## src/rtl/alarm_ctrl_if.sv

```systemverilog
// Alarm controller bus: user requests in, LED pattern, buzzer and status flags out.
interface alarm_ctrl_if #(
    parameter int LED_W = 4
);
    logic             alarm;
    logic             stop;
    logic             snooze;
    logic [1:0]       mode;
    logic [LED_W-1:0] led;
    logic             buzzer_out;
    logic             ringing;
    logic             snoozed;
    logic             missed;

    // Side that issues requests and watches the indicators.
    modport master (
        output alarm, stop, snooze, mode,
        input  led, buzzer_out, ringing, snoozed, missed
    );

    // Side implemented by the controller.
    modport slave (
        input  alarm, stop, snooze, mode,
        output led, buzzer_out, ringing, snoozed, missed
    );
endinterface

```

## src/rtl/alarm_ctrl.sv

```systemverilog
// Alarm clock ringer: IDLE / RINGING / SNOOZED state machine driving a gated
// buzzer tone and an LED pattern, with a ring timeout and a bounded snooze count.
module alarm_ctrl #(
    parameter int sys_clk_freq = 100_000_000,
    parameter int LED_W        = 4,
    parameter int TONE_HZ      = 2000,
    parameter int BEEP_MS      = 250,
    parameter int LED_MS       = 1000,
    parameter int TIMEOUT_S    = 60,
    parameter int SNOOZE_S     = 300,
    parameter int MAX_SNOOZE   = 3
) (
    input  logic         clk,
    input  logic         reset_p,
    alarm_ctrl_if.slave  bus
);

    // Period lengths in clock cycles; 64-bit because ring and snooze times
    // exceed 2^32 cycles at realistic clock rates.
    localparam longint HP = longint'(sys_clk_freq) / (2 * TONE_HZ);
    localparam longint BT = (longint'(sys_clk_freq) / 1000) * BEEP_MS;
    localparam longint LT = (longint'(sys_clk_freq) / 1000) * LED_MS;
    localparam longint TT = longint'(sys_clk_freq) * TIMEOUT_S;
    localparam longint ST = longint'(sys_clk_freq) * SNOOZE_S;

    // Each counter runs 0 .. N-1, so it needs clog2(N) bits (at least one).
    localparam int HP_W = (HP > 1) ? $clog2(HP) : 1;
    localparam int BT_W = (BT > 1) ? $clog2(BT) : 1;
    localparam int LT_W = (LT > 1) ? $clog2(LT) : 1;
    localparam int TT_W = (TT > 1) ? $clog2(TT) : 1;
    localparam int ST_W = (ST > 1) ? $clog2(ST) : 1;
    localparam int SC_W = (MAX_SNOOZE > 0) ? $clog2(MAX_SNOOZE + 1) : 1;

    localparam logic [HP_W-1:0] HP_LAST = HP_W'(HP - 1);
    localparam logic [BT_W-1:0] BT_LAST = BT_W'(BT - 1);
    localparam logic [LT_W-1:0] LT_LAST = LT_W'(LT - 1);
    localparam logic [TT_W-1:0] TT_LAST = TT_W'(TT - 1);
    localparam logic [ST_W-1:0] ST_LAST = ST_W'(ST - 1);
    localparam logic [SC_W-1:0] SC_MAX  = SC_W'(MAX_SNOOZE);

    typedef enum logic [1:0] {
        IDLE    = 2'd0,
        RINGING = 2'd1,
        SNOOZED = 2'd2
    } state_t;

    state_t           state;
    logic             alarm_q;
    logic [1:0]       mode_q;
    logic [HP_W-1:0]  tone_cnt;
    logic [BT_W-1:0]  beep_cnt;
    logic [LT_W-1:0]  led_cnt;
    logic [TT_W-1:0]  ring_cnt;
    logic [ST_W-1:0]  snz_cnt;
    logic [SC_W-1:0]  snooze_cnt;
    logic             tone;
    logic             gate;

    logic             tone_wrap;
    logic             beep_wrap;
    logic             led_wrap;
    logic             tone_run;
    logic             gate_run;
    logic [LED_W-1:0] led_step;
    logic [LED_W-1:0] led_run;
    logic             buzz_run;

    // Opening LED pattern of a ring: the chase starts on bit 0, the others dark.
    function automatic logic [LED_W-1:0] led_first(input logic [1:0] m);
        return (m == 2'd1) ? LED_W'(1) : '0;
    endfunction

    // Next tone, beep gate, LED pattern and buzzer level if ringing continues.
    always_comb begin
        // NOTE: led_step gets a default before the case, so no path leaves it
        // unassigned and no latch is inferred.
        led_step = ~bus.led;
        case (mode_q)
            2'd1:    led_step = {bus.led[LED_W-2:0], bus.led[LED_W-1]};
            2'd2:    led_step = (&bus.led) ? '0 : {bus.led[LED_W-2:0], 1'b1};
            default: led_step = ~bus.led;
        endcase
        tone_wrap = (tone_cnt == HP_LAST);
        beep_wrap = (beep_cnt == BT_LAST);
        led_wrap  = (led_cnt == LT_LAST);
        tone_run  = tone ^ tone_wrap;
        gate_run  = gate ^ beep_wrap;
        led_run   = led_wrap ? led_step : bus.led;
        buzz_run  = (mode_q == 2'd1) ? tone_run : (tone_run & gate_run);
    end

    // Ring state machine with its timers and registered outputs.
    always_ff @(posedge clk) begin
        // NOTE: all state here uses non-blocking assignments so every register
        // samples pre-edge values, independent of statement order.
        if (reset_p) begin
            state          <= IDLE;
            alarm_q        <= 1'b0;
            mode_q         <= 2'd0;
            tone_cnt       <= '0;
            beep_cnt       <= '0;
            led_cnt        <= '0;
            ring_cnt       <= '0;
            snz_cnt        <= '0;
            snooze_cnt     <= '0;
            tone           <= 1'b0;
            gate           <= 1'b0;
            bus.led        <= '0;
            bus.buzzer_out <= 1'b0;
            bus.ringing    <= 1'b0;
            bus.snoozed    <= 1'b0;
            bus.missed     <= 1'b0;
        end else begin
            alarm_q <= bus.alarm;
            case (state)
                IDLE: begin
                    if (bus.alarm && !alarm_q) begin
                        state          <= RINGING;
                        mode_q         <= bus.mode;
                        tone_cnt       <= '0;
                        beep_cnt       <= '0;
                        led_cnt        <= '0;
                        ring_cnt       <= '0;
                        snooze_cnt     <= '0;
                        tone           <= 1'b0;
                        gate           <= 1'b1;
                        bus.led        <= led_first(bus.mode);
                        bus.buzzer_out <= 1'b0;
                        bus.ringing    <= 1'b1;
                        bus.missed     <= 1'b0;
                    end else if (bus.stop) begin
                        bus.missed <= 1'b0;
                    end
                end

                RINGING: begin
                    if (bus.stop) begin
                        state          <= IDLE;
                        bus.led        <= '0;
                        bus.buzzer_out <= 1'b0;
                        bus.ringing    <= 1'b0;
                    end else if (bus.snooze && (snooze_cnt < SC_MAX)) begin
                        state          <= SNOOZED;
                        snooze_cnt     <= snooze_cnt + 1'b1;
                        snz_cnt        <= '0;
                        bus.led        <= '0;
                        bus.buzzer_out <= 1'b0;
                        bus.ringing    <= 1'b0;
                        bus.snoozed    <= 1'b1;
                    end else if (ring_cnt == TT_LAST) begin
                        state          <= IDLE;
                        bus.led        <= '0;
                        bus.buzzer_out <= 1'b0;
                        bus.ringing    <= 1'b0;
                        bus.missed     <= 1'b1;
                    end else begin
                        ring_cnt       <= ring_cnt + 1'b1;
                        tone_cnt       <= tone_wrap ? '0 : tone_cnt + 1'b1;
                        beep_cnt       <= beep_wrap ? '0 : beep_cnt + 1'b1;
                        led_cnt        <= led_wrap ? '0 : led_cnt + 1'b1;
                        tone           <= tone_run;
                        gate           <= gate_run;
                        bus.led        <= led_run;
                        bus.buzzer_out <= buzz_run;
                    end
                end

                SNOOZED: begin
                    if (bus.stop) begin
                        state       <= IDLE;
                        bus.snoozed <= 1'b0;
                    end else if (snz_cnt == ST_LAST) begin
                        state          <= RINGING;
                        tone_cnt       <= '0;
                        beep_cnt       <= '0;
                        led_cnt        <= '0;
                        ring_cnt       <= '0;
                        tone           <= 1'b0;
                        gate           <= 1'b1;
                        bus.led        <= led_first(mode_q);
                        bus.buzzer_out <= 1'b0;
                        bus.ringing    <= 1'b1;
                        bus.snoozed    <= 1'b0;
                    end else begin
                        snz_cnt <= snz_cnt + 1'b1;
                    end
                end

                default: begin
                    state          <= IDLE;
                    bus.led        <= '0;
                    bus.buzzer_out <= 1'b0;
                    bus.ringing    <= 1'b0;
                    bus.snoozed    <= 1'b0;
                end
            endcase
        end
    end

endmodule

```

## src/flat_wrapper.sv

```systemverilog
// flat-port wrapper written by rule: the top's interface ports become plain ports
module alarm_ctrl_flat 
#(
    parameter int sys_clk_freq = 100_000_000,
    parameter int LED_W        = 4,
    parameter int TONE_HZ      = 2000,
    parameter int BEEP_MS      = 250,
    parameter int LED_MS       = 1000,
    parameter int TIMEOUT_S    = 60,
    parameter int SNOOZE_S     = 300,
    parameter int MAX_SNOOZE   = 3
)
  (clk, reset_p, bus_alarm, bus_stop, bus_snooze, bus_mode, bus_led, bus_buzzer_out, bus_ringing, bus_snoozed, bus_missed);
  alarm_ctrl_if #(.LED_W(LED_W)) bus_i ();
  input  logic clk;
  input  logic reset_p;
  input wire logic [$bits(bus_i.alarm)-1:0] bus_alarm;
  input wire logic [$bits(bus_i.stop)-1:0] bus_stop;
  input wire logic [$bits(bus_i.snooze)-1:0] bus_snooze;
  input wire logic [$bits(bus_i.mode)-1:0] bus_mode;
  output wire logic [$bits(bus_i.led)-1:0] bus_led;
  output wire logic [$bits(bus_i.buzzer_out)-1:0] bus_buzzer_out;
  output wire logic [$bits(bus_i.ringing)-1:0] bus_ringing;
  output wire logic [$bits(bus_i.snoozed)-1:0] bus_snoozed;
  output wire logic [$bits(bus_i.missed)-1:0] bus_missed;
  assign bus_i.alarm = bus_alarm;
  assign bus_i.stop = bus_stop;
  assign bus_i.snooze = bus_snooze;
  assign bus_i.mode = bus_mode;
  assign bus_led = bus_i.led;
  assign bus_buzzer_out = bus_i.buzzer_out;
  assign bus_ringing = bus_i.ringing;
  assign bus_snoozed = bus_i.snoozed;
  assign bus_missed = bus_i.missed;
  alarm_ctrl #(.sys_clk_freq(sys_clk_freq), .LED_W(LED_W), .TONE_HZ(TONE_HZ), .BEEP_MS(BEEP_MS), .LED_MS(LED_MS), .TIMEOUT_S(TIMEOUT_S), .SNOOZE_S(SNOOZE_S), .MAX_SNOOZE(MAX_SNOOZE)) u_core (.clk(clk), .reset_p(reset_p), .bus(bus_i));
endmodule
```

## config.mk

```make
export PLATFORM = sky130hd
export DESIGN_NAME = alarm_ctrl_flat
export DESIGN_NICKNAME = d
export VERILOG_FILES = /design/src/rtl/alarm_ctrl_if.sv /design/src/rtl/alarm_ctrl.sv /design/src/flat_wrapper.sv
export SDC_FILE = /design/constraint.sdc
export NUM_CORES = 1
export LEC_CHECK = 0
export ABC_AREA = 1
export CORE_MARGIN = 2
export CORE_UTILIZATION = 25
export DETAILED_ROUTE_END_ITERATION = 10
export GPL_TIMING_DRIVEN = 0
export PLACE_DENSITY = 0.41
export SETUP_SLACK_MARGIN = 0.15
export SKIP_LAST_GASP = 1
export SLEW_MARGIN = 40
export SYNTH_ARGS = -nofsm -noshare
export SYNTH_HDL_FRONTEND = slang
export SYNTH_SLANG_ARGS = --single-unit
```

## constraint.sdc

```tcl
create_clock -name clk -period 2.2 [get_ports clk]
set_clock_uncertainty 0.05 [all_clocks]
set_input_delay 0.44 -clock clk [delete_from_list [all_inputs] [get_ports clk]]
set_output_delay 0.44 -clock clk [all_outputs]
set_load 0.01 [all_outputs]
```

==> impl_results.md <==
- Final setup vio count: 0
- Sequential power share: 0.402
- Worst hold margin: 0.4168 ns
- Mean Syn Cell Area: about 5.6 um^2
- Reg-to-reg startpoint: u_core.snz_cnt[1]
- Starting Density: 0.2534
- Htree depth: 4
- Max-cap violations: 0
- DRC viols: 0
- Main synth FF type: dfxtp_1
- Drt total wl: approximately 35 mm
- Clock Tree Root: clkbuf_16
- Sequential share of the synthesized area: 0.2941
- Clk slew on worst S/H paths: around 0.070 ns
- IO buf count: 13
- Vias in the first global route: ~11000
- Routed Antenna Nets: 0
- Commonest cells in the netlist: nand2_1 (668), nor2_1 (368), dfxtp_1 (152)
- Internal: 5.064 mW
- Largest fanout on the critical path: 6
- GRT Util Overall: 0.1655
- DP HPWL: 25.65 mm
- Worst R2R Path Depth: 14
- Worst setup EP type: register
- Critical path arrival: about 2.4 ns
- CP startpoint: u_core.snz_cnt[1]
- CTS tree: done
- Clk sinks: between 150 and 200
- Die height: slightly above 200 um
- Status: complete, no violations
- First-pass GRT wire length: 57.22 mm
- Vias: roughly 11000
- Via/cell ratio: ~4.6
- Gpl congestion: roughly 0.87
- DR WL/cell: 14.42 um
- Comb power frac: 0.164
- Sw Share: 0.2855
- Worst reg2reg setup slack: 0.13 ns
- Switch Pwr: just over 2 mW
- Global route overflow: 0
- Crit path time final: 2.066 ns
- Synth async-reset ratio: 0
- Worst R2R End: u_core.led_cnt[21]
- Yosys cell types: 30
- Core area: slightly above 0.04 mm^2
- Number of enable flip-flop cells after synthesis: 0
- Layout area overhead: 24.85%
- Post-Syn Instances: approximately 1800
- DR iter-0 viols: between 600 and 700
- Final hold vios: 0
- Final Max Tran Viols: 0
- FF+latch count, synth: ~150
- Critical Path Start Type: register
- CTS Buf Count: 17
- Final cell utilization of the core: 0.3163
- Clk pwr share: 0.435
- Hold path depth: 2
- Row cnt: between 70 and 80
- Worst EP required: around 2.5 ns
- Largest net degree at the start of global routing: 17
- Max VDD drop: 0.0005728 V
- Final setup TNS: 0 ns
- CTS Buffer Depth: 2
- Die X: roughly 210 um
- # diodes: 0
- Placement Cell Area: 0.01114 mm^2
- Final net count: approximately 1900
- Unrepaired setup endpoints after global routing: true
- CP Class: reg -> reg
- Fin area: approximately 0.013 mm^2
- Io pins: 15
- Synth Cell Area: about 0.010 mm^2
- Period Utilization, post-route: 0.9393
- Worst setup path end: u_core.led_cnt[21]
- Ratio of cells with drive above 1 in the final layout: 0.1418
- Net Count, Synth: roughly 1800
- Synth area leaders: dfxtp_1 (29%), nand2_1 (24%), nor2_1 (13%)
- Hold Path Class: reg -> reg
- Synth Warn #: 0
- Die area: roughly 0.043 mm^2
- Worst skew pair latency: around 0.45 ns
- Max Fclk: between 400 and 500 MHz
- Initial antenna violation count: 0
- DR pass1 iterations: 5
- PD cells: between 500 and 600 mW/mm^2
- Count leader, synth: nand2_1
- Area share of the largest cell type after synthesis: 0.2941
- Relative slew slack: 0.4928
- Worst-margin pin slew: between 0.7 and 0.8 ns
- Synth area leader: dfxtp_1
- Lkg Pwr: 4.224 nW
## cell usage in the layout (no fill, tap or decap), types with 18 or more instances in the layout
| cell type | netlist | final |
|---|---|---|
| nand3_1 | 141 | 135 |
| clkbuf_16 | 0 | 18 |
| nand2_1 | 668 | 630 |
| nand4_1 | 23 | 23 |
| nand2_2 | 7 | 28 |
| nor3_1 | 41 | 39 |
| inv_1 | 139 | 134 |
| buf_4 | 10 | 31 |
| nor2_1 | 368 | 353 |
| dfxtp_1 | 152 | 130 |
| a21oi_1 | 131 | 93 |
| a21oi_2 | 0 | 38 |
| xor2_1 | 20 | 20 |
## power groups by stage
| stage | combinational, mW | clock [mW] | sequential (mW) |
|---|---|---|---|
| 2_1_floorplan | 0.528 | 0 | 2.90 |
| 6_report | 1.16 | 3.08 | 2.85 |
| 3_5_place_dp | 0.826 | 0 | 2.90 |
| 5_1_grt | 1.27 | 3.30 | 2.85 |
| 4_1_cts | 1.07 | 3.18 | 2.85 |
| 3_3_place_gp | 0.830 | 0 | 2.90 |
## critical path, cell delays in order, from the launching register on
cell	delay, ns
dfxtp_2	0.35
ha_4	0.14
nand2_2	0.05
inv_2	0.07
nand3b_1	0.15
nor2_2	0.17
nand2_2	0.12
nand2_4	0.09
nand2_4	0.05
nor2_4	0.16
buf_12	0.17
buf_8	0.12
clkbuf_16	0.15
nand2_4	0.04
a21oi_2	0.11
## kinds of logic (layout without fill, tap and decap cells)
logic type,count (synthesis),count (layout),share of synthesized area
AND/OR/NAND/NOR,1275,1275,0.5011
adder cells (fa/ha/maj),8,8,0.009676
XOR/XNOR,37,37,0.03133
flip-flops,152,152,0.2941
buffers and inverters,204,289,0.08587
AO/OA/AOI/OAI,157,157,0.07789
## cell type report
cell class | count | area, um^2
Buffer | 57 | 494.2
Clock buffer | 20 | 436.7
Clock inverter | 12 | 150.1
Fill cell | 4612 | 27920
Inverter | 147 | 556.8
Multi-Input combinational cell | 1477 | 6937
Sequential cell | 152 | 3083
Tap cell | 532 | 665.6
Timing Repair Buffer | 53 | 593.1
## state kept, by name, summed over array words and instances, names as in the netlist
register,cells
u_core.snz_cnt,35
u_core.ring_cnt,33
u_core.led_cnt,27
u_core.beep_cnt,25
u_core.tone_cnt,15
u_core.bus.led,4
u_core.mode_q,2
u_core.snooze_cnt,2
u_core.state,2
u_core.alarm_q,1
u_core.bus.buzzer_out,1
u_core.bus.missed,1
u_core.bus.ringing,1
u_core.bus.snoozed,1
u_core.gate,1
u_core.tone,1
## metrics by stage
stage,setup slack (ns),cells,total power [mW]
4_1_cts,0.1177,2439,7.100
3_5_place_dp,-0.5738,2378,3.729
5_1_grt,0.003100,2450,7.414
2_1_floorplan,0.2891,1833,3.423
3_3_place_gp,-0.5743,2378,3.734
6_report,0.1336,2450,7.088
## layer usage
metal	GRT usage	wire (um)
met2	0.2641	15720
met1	0.2312	18010
met4	0.05172	688
met5	0	0
met3	0.02118	913
## repair_timing
item | 4_1_cts | 5_1_grt
gates resized for setup | 101 | 144
pin swaps | 8 | 58
hold buffers | 0 | 0
setup buffers | 24 | 10
endpoints found under the setup margin | 147 | 145
gates cloned | 5 | 1
## worst min path at each step
| stage | startpoint | to | slack [ns] |
|---|---|---|---|
| 6_report | u_core.bus.snoozed | u_core.bus.snoozed | 0.42 |
| 5_1_grt | u_core.snooze_cnt[1] | u_core.snooze_cnt[1] | 0.43 |
| 4_1_cts | bus_stop | u_core.bus.snoozed | 0.39 |
| 3_5_place_dp | u_core.bus.snoozed | u_core.bus.snoozed | 0.41 |
| 3_3_place_gp | u_core.bus.snoozed | u_core.bus.snoozed | 0.41 |
| 2_1_floorplan | u_core.gate | u_core.gate | 0.39 |
(Power assumes the default switching activity.)
